[config.mk]
export PLATFORM = sky130hd
export DESIGN_NAME = cacheline_mem_adaptor
export DESIGN_NICKNAME = d
export VERILOG_FILES = /design/src/rtl/cacheline_mem_adaptor.sv
export SDC_FILE = /design/constraint.sdc
export NUM_CORES = 1
export LEC_CHECK = 0
export BUFFER_PORTS_ARGS = -buffer_cell sky130_fd_sc_hd__buf_4
export CORE_AREA = 3 3 279 281
export CTS_CLUSTER_SIZE = 24
export DETAILED_ROUTE_END_ITERATION = 8
export DIE_AREA = 0 0 282 284
export PLACE_DENSITY = 0.51
export SYNTH_ARGS = -nofsm -noshare
export SYNTH_HDL_FRONTEND = slang
export SYNTH_SLANG_ARGS = --single-unit
export TNS_END_PERCENT = 50
[constraint.sdc]
create_clock -name clk -period 2.4 [get_ports clk]
set_clock_uncertainty 0.1 [all_clocks]
set_input_delay 0.12 -clock clk [delete_from_list [all_inputs] [get_ports clk]]
set_output_delay 0.12 -clock clk [all_outputs]
set_load 0.03 [all_outputs]
[src/rtl/cacheline_mem_adaptor.sv]
// Adapts one-line (256-bit) L2 read/write requests into fixed 4-beat bursts on
// the 64-bit memory port, completing each with a one-cycle resp_o pulse.
module cacheline_mem_adaptor #(
   parameter int LINE_W  = 256,
   parameter int BURST_W = 64,
   parameter int ADDR_W  = 32
) (
   input  logic              clk,
   input  logic              rst,

   input  logic [LINE_W-1:0]  line_i,
   output logic [LINE_W-1:0]  line_o,
   input  logic [ADDR_W-1:0]  address_i,
   input  logic               read_i,
   input  logic               write_i,
   output logic               resp_o,

   input  logic [BURST_W-1:0] burst_i,
   output logic [BURST_W-1:0] burst_o,
   output logic [ADDR_W-1:0]  address_o,
   output logic               read_o,
   output logic               write_o,
   input  logic               resp_i
);

   localparam int BEATS  = LINE_W / BURST_W;
   localparam int OFFSET = $clog2(LINE_W / 8);
   localparam int CNT_W  = (BEATS > 1) ? $clog2(BEATS) : 1;

   localparam logic [CNT_W-1:0]  LAST_BEAT  = CNT_W'(BEATS - 1);
   localparam logic [ADDR_W-1:0] LINE_MASK  = {{(ADDR_W-OFFSET){1'b1}}, {OFFSET{1'b0}}};

   typedef enum logic [1:0] {
      S_IDLE,
      S_RD,
      S_WR,
      S_DONE
   } state_t;

   state_t              state_q, state_d;
   logic [CNT_W-1:0]    cnt_q, cnt_d;
   logic [LINE_W-1:0]   buf_q, buf_d;
   logic [ADDR_W-1:0]   addr_q, addr_d;
   logic                read_q, read_d;
   logic                write_q, write_d;
   logic                resp_q, resp_d;

   logic                last_beat;
   int unsigned         beat_lsb;

   assign last_beat = (cnt_q == LAST_BEAT);
   assign beat_lsb  = int'(cnt_q) * BURST_W;

   always_comb begin
      state_d = state_q;
      cnt_d   = cnt_q;
      buf_d   = buf_q;
      addr_d  = addr_q;
      read_d  = 1'b0;
      write_d = 1'b0;
      resp_d  = 1'b0;

      unique case (state_q)
         S_IDLE: begin
            // Read wins when both requests are raised together.
            if (read_i) begin
               state_d = S_RD;
               cnt_d   = '0;
               addr_d  = address_i & LINE_MASK;
               read_d  = 1'b1;
            end else if (write_i) begin
               state_d = S_WR;
               cnt_d   = '0;
               buf_d   = line_i;
               addr_d  = address_i & LINE_MASK;
               write_d = 1'b1;
            end
         end

         S_RD: begin
            read_d = 1'b1;
            if (resp_i) begin
               buf_d[beat_lsb +: BURST_W] = burst_i;
               cnt_d = cnt_q + 1'b1;
               if (last_beat) begin
                  state_d = S_DONE;
                  read_d  = 1'b0;
                  addr_d  = '0;
                  resp_d  = 1'b1;
               end
            end
         end

         S_WR: begin
            write_d = 1'b1;
            if (resp_i) begin
               cnt_d = cnt_q + 1'b1;
               if (last_beat) begin
                  state_d = S_DONE;
                  write_d = 1'b0;
                  addr_d  = '0;
                  resp_d  = 1'b1;
               end
            end
         end

         S_DONE: begin
            state_d = S_IDLE;
            addr_d  = '0;
         end

         default: begin
            state_d = S_IDLE;
            addr_d  = '0;
         end
      endcase
   end

   always_ff @(posedge clk) begin
      if (rst) begin
         state_q <= S_IDLE;
         cnt_q   <= '0;
         buf_q   <= '0;
         addr_q  <= '0;
         read_q  <= 1'b0;
         write_q <= 1'b0;
         resp_q  <= 1'b0;
      end else begin
         state_q <= state_d;
         cnt_q   <= cnt_d;
         buf_q   <= buf_d;
         addr_q  <= addr_d;
         read_q  <= read_d;
         write_q <= write_d;
         resp_q  <= resp_d;
      end
   end

   assign line_o    = buf_q;
   assign address_o = addr_q;
   assign read_o    = read_q;
   assign write_o   = write_q;
   assign resp_o    = resp_q;
   assign burst_o   = (state_q == S_WR) ? buf_q[beat_lsb +: BURST_W] : '0;

endmodule

== Word level (Yosys, flattened, before mapping) ==
Index checks and enable logic that the tools add are counted.
Widths: inputs -> output; s select.
Cells by class
  add/sub/neg operators: 2
  equality and inequality tests: 10
  shift operators: 3
  muxes and demuxes: 28
  bitwise operators: 2
  reductions and logical operators: 8
Operators with widths (count)
  $mux 256: 3
  $pmux 256 s2: 1
  $bwmux 256: 1
  $shift 64x34->256 const A: 1
  $shiftx 256x9->64: 1
  $shiftx 64x34->256: 1
  $mux 32: 4
  $pmux 32 s3: 1
  $mux 64: 1
  $neg 8->34: 1
  $mux 2: 7
  $eq 2x2->1 const B: 3
  $mux 1: 6
  $ne 2x2->1 const B: 3
  $pmux 2 s3: 1
  $reduce_and 3->1: 2
  $ne 2x1->1 const B: 2
  $pmux 1 s2: 2
  $pmux 2 s2: 1
  $reduce_and 4->1: 1
  $reduce_bool 2->1: 2
  $ne 3x3->1 const B: 1
  $reduce_or 3->1: 1
  $add 2x1->2 const B: 1
  4 further kinds: 5
Word-level totals
  register bits: 295
  input port bits: 357
  output and inout bits: 355
  word-level logic and storage cells: 60

== Longest topological paths before layout ==
  depth in word-level cells: 5
  depth in mapped cells: 10
  gate-level depth less buffers: 6

== Worst setup path before layout ==
Ideal clock, no wire load.
  path type: flip-flop to flip-flop
  from: reg cnt_q[1]
  to: reg buf_q[132], in the netlist line_o[132]
  library setup time: 0.078 ns
  data arrival time: 2.291 ns
  required time: 2.222 ns
  setup slack: -0.069 ns
  stages on the path, launching flop included: 10
  buffers on the path: 3
  clock period less this slack: 2.469 ns
  path through: dfxtp_1 > clkbuf_1 > buf_2 > inv_1 > ha_1 > nand2_1 > nor3_2 > buf_2 > a221oi_1 > nor3_1
Between the ends
  longest elaborated chain between the ends: 5
  elaborated cells on any way between the ends: 6
  classes of those cells: add/sub (1); shift (2); mux (3)
RTL lines
  from (decl): RTL line 41  | logic [CNT_W-1:0] cnt_q, cnt_d;
  from (signal assigned): RTL line 130  | cnt_q <= cnt_d;
  $neg 8->34 *: RTL line 83  | buf_d[beat_lsb +: BURST_W] = burst_i;
  $shiftx 64x34->256 or $shift 64x34->256 (tied branches): RTL line 83
  $bwmux 256 *: RTL line 83
  $mux 256 *: RTL line 82  | if (resp_i) begin
  $pmux 256 s2 *: RTL line 63  | unique case (state_q)
  to (signal assigned): RTL line 131  | buf_q <= buf_d;
  to (decl): RTL line 42  | logic [LINE_W-1:0] buf_q, buf_d;
Every way passes the cells marked *; elsewhere a longest branch is shown, timed or not. The select of a mux whose other input is x is not followed.
A chain may end at the register's enable or synchronous reset.

== Worst setup path after layout ==
  from: reg cnt_q[0]
  to: out burst_o[51]
Between the ends
  longest elaborated chain between the ends: 2
RTL lines
  $shiftx 256x9->64: RTL line 144  | assign burst_o = (state_q == S_WR) ? buf_q[beat_lsb +: BURST_W] : '0;
  $mux 64: RTL line 144
  to (decl): RTL line 19  | output logic [BURST_W-1:0] burst_o,
No other way between the ends.

==> results.yml <==
setup_path:
  rr_worst_depth: 9
  path_delay_family: "multiplexers"
  cp_cell_sequence: "buf_12 -> buf_16 -> mux4_2 -> and2_4 -> buf_6"
  r2r_end: "line_o[191]"
  slowest_delay_ps: 510
  crit_required_ps: 2180
  crit_arrival_ps: 2130
  worstReg2RegStart: "cnt_q[0]"
  crit_buf_inv: 3
  start_kind: "register"
  ff2ff_setup_slack_ps: 60
  worstSetupPathType: "reg -> out"
  crit_path_top_delay_cell: "mux4_2"
  critPathCaptureType: "primary output"
  cp_max_fo: 8
power:
  power_density_nw_per_um2: 1210
  p_leak_nw: 10.9
  total_power_mw: 31.6
  irDropWorstVdd_uv: 683
place:
  place.port_buffers: 701
  place_hpwl_um: 53500
  dp_cells: 3204
  routabilityCongestion: 0.830
  dpl_worst_slack_ps: 137
die:
  die_h_um: 284
  ioPinCount: 712
  die_w_um: 282
  start_util_pct: 18.6
  coreArea_um2: 75700
  row_count: 101
  die_area_um2: 80100
worst_hold_path:
  hold_depth: 3
  hold_path.class: "in -> reg"
  hp-start: "line_i[66]"
  holdPathEnd: "line_o[66]"
global_routing:
  grt.total_usage_pct: 19.1
  antenna_found_initial: 4
  first_global_vias: 17631
  grt_max_degree: 65
  grt_pass1_wl_um: 117000
  grt_overflow: 0
drt:
  wl_per_cell_um: 22.8
  first_pass_iters: 5
  vias: 17580
  finalWirelength_um: 83000
  ant_nets: 0
  drt_iter0_markers: 1252
  vias_per_cell: 4.83
  drc: 0
finish:
  fin_nets: 3001
  multi_input_area_um2: 7650
  seqCellArea_um2: 5810
  final_cells: 3641
  area_growth_pct: 86.2
  drive_above_1_share_pct: 36.2
  fillers: 7683
yosys:
  synthArstFlopShare_pct: 0
  synth_area_um2: 14100
  yosys_warnings: 0
  synth-edff-count: 0
  yosys.area.top_type: "dfxtp_1"
  synth_area_leaders: "dfxtp_1, mux4_2, a221oi_1"
  synth_top_area_share_pct: 41.3
  synthFlopType: "dfxtp_1"
  yosys_register_bits: 290
  avgSynthCellArea_um2: 8.61
  seq_area_frac_synth_pct: 41.3
  ys_types: 35
  syn_inst: 1633
sta:
  fin_ws_ps: 48.2
  fin_crit_ps: 2350
  report.final.slew_viol_count: 0
  tns_ps: 0
  hold_viol_final: 1
  slew_headroom_pct: 65.0
  period_share_pct: 98.0
  setup-violations-final: 0
  fmax_mhz: 425
  tightest_slew_ps: 526
  rsz0062_at_grt: "yes"
  fin_hold_ws_ps: -32.2
status:
  outcome: "complete, but fails checks"
  violations: "negative hold slack"
clocking:
  cts-root-buf: "clkbuf_16"
  clk_path_buf_depth: 3
  clk_latency_ps: 540
  cts_htree_levels: 2
  numCtsBuffers: 39
  clkSlewWorstSetupHoldPaths_ps: 60
  cts_tree: "yes"
  clock_sinks: 290
run:
  maxCapViolations: 0
==> flip-flops by register name (all words and copies together) (netlist names) <==
register and cells:
address_o 27, cnt_q 2, line_o 256, read_o 1
resp_o 1, state_q 2, write_o 1
==> placed cells by master, fill, tap and decap left out, types with 2 or more instances in the layout <==
cell             n
buf_4          674
dlygate4sd3_1  351
nand2_1        292
dfxtp_1        288
nor2_1         260
nor3_1         130
a221oi_1       128
a311oi_1       128
mux4_2          64
buf_6           64
clkbuf_16       46
and2_4          40
a21oi_1         31
buf_12          29
nand3_1         27
and2_1          24
clkbuf_1         9
clkinv_2         8
buf_16           8
ha_1             6
conb_1           5
inv_1            4
nor2b_1          4
clkbuf_8         4
diode_2          3
nand3b_1         3
a21bo_2          2
o21ai_4          2
a21boi_4         2
nor3_4           2
a22oi_2          2
nor3b_1          2
ha_2             2
bufinv_16        2
clkinvlp_4       2
dfxtp_4          2
==> per-stage QoR <==
stage	area, um^2	util (%)	hold slack, ps
after floorplan	14100	-	179
after global placement	20700	27.4	304
after detailed placement	20700	27.4	307
after CTS	25800	34.0	18.9
after global routing	26200	34.6	14.4
final	26200	34.6	-32.2
==> power breakdown <==
group / total, mW / internal, mW / switching, mW
clock: 5.81 / 3.44 / 2.37
combinational: 17.9 / 7.06 / 10.8
sequential: 7.93 / 6.44 / 1.49
==> worst max path at each step <==
stage,start,end,depth (start not counted)
6_report,cnt_q[0],burst_o[51],5
5_1_grt,cnt_q[0],line_o[220],9
4_1_cts,cnt_q[0],burst_o[57],4
3_5_place_dp,state_q[0],line_o[37],8
3_3_place_gp,state_q[0],line_o[11],8
2_1_floorplan,cnt_q[0],line_o[132],9
==> per-layer routing <==
| layer | wire, um | vias up | global-route usage [%] |
|---|---|---|---|
| met2 | 40600 | 908 | 33.0 |
| met4 | 3340 | 0 | 7.82 |
| met3 | 6630 | 178 | 3.91 |
| li1 | - | 7994 | - |
| met5 | 0 | - | 0 |
| met1 | 32400 | 8500 | 23.1 |
==> worst register-to-register path: stages, from the launching register on <==
cell       delay (ps)
dfxtp_4           440
buf_4             160
inv_1              90
ha_4              330
nand2_1           100
nor3_4            360
buf_12            160
clkbuf_16         220
a221oi_1          110
nor3_1            180
==> repair_timing <==
action	4_1_cts	5_1_grt
endpoints found under the hold margin	289	0
hold buffers	351	0
gates resized for setup	47	69
setup endpoints to repair	64	171
setup buffers	4	4
pin swaps	1	36
gates cloned	4	5
==> logic make-up after synthesis <==
family,synth area share [%]
AO/OA/AOI/OAI,17.7
adder cells (fa/ha/maj),0.801
buffers and inverters,5.75
flip-flops,41.3
multiplexers,10.4
other,0.0267
AND/OR/NAND/NOR,24.1
==> final cells by class <==
cell class | count | share of cell area, %
inverters | 5 | 0.100
clock inverters | 12 | 0.440
diodes | 3 | 0.0287
well taps | 978 | 4.67
flip-flops and latches | 290 | 22.2
multi-input cells | 1167 | 29.2
clock buffers | 54 | 4.26
repair buffers | 1132 | 39.1
==> cells in the mapped netlist (all sizes together) (27+ instances only) <==
cell / count
dfxtp: 290
mux4: 64
nor2: 261
a311oi: 128
buf: 81
nand2: 292
a21oi: 32
clkbuf: 94
nand3: 27
and2: 64
a221oi: 128
nor3: 132
Note: power is estimated with default switching activity, not from simulation.
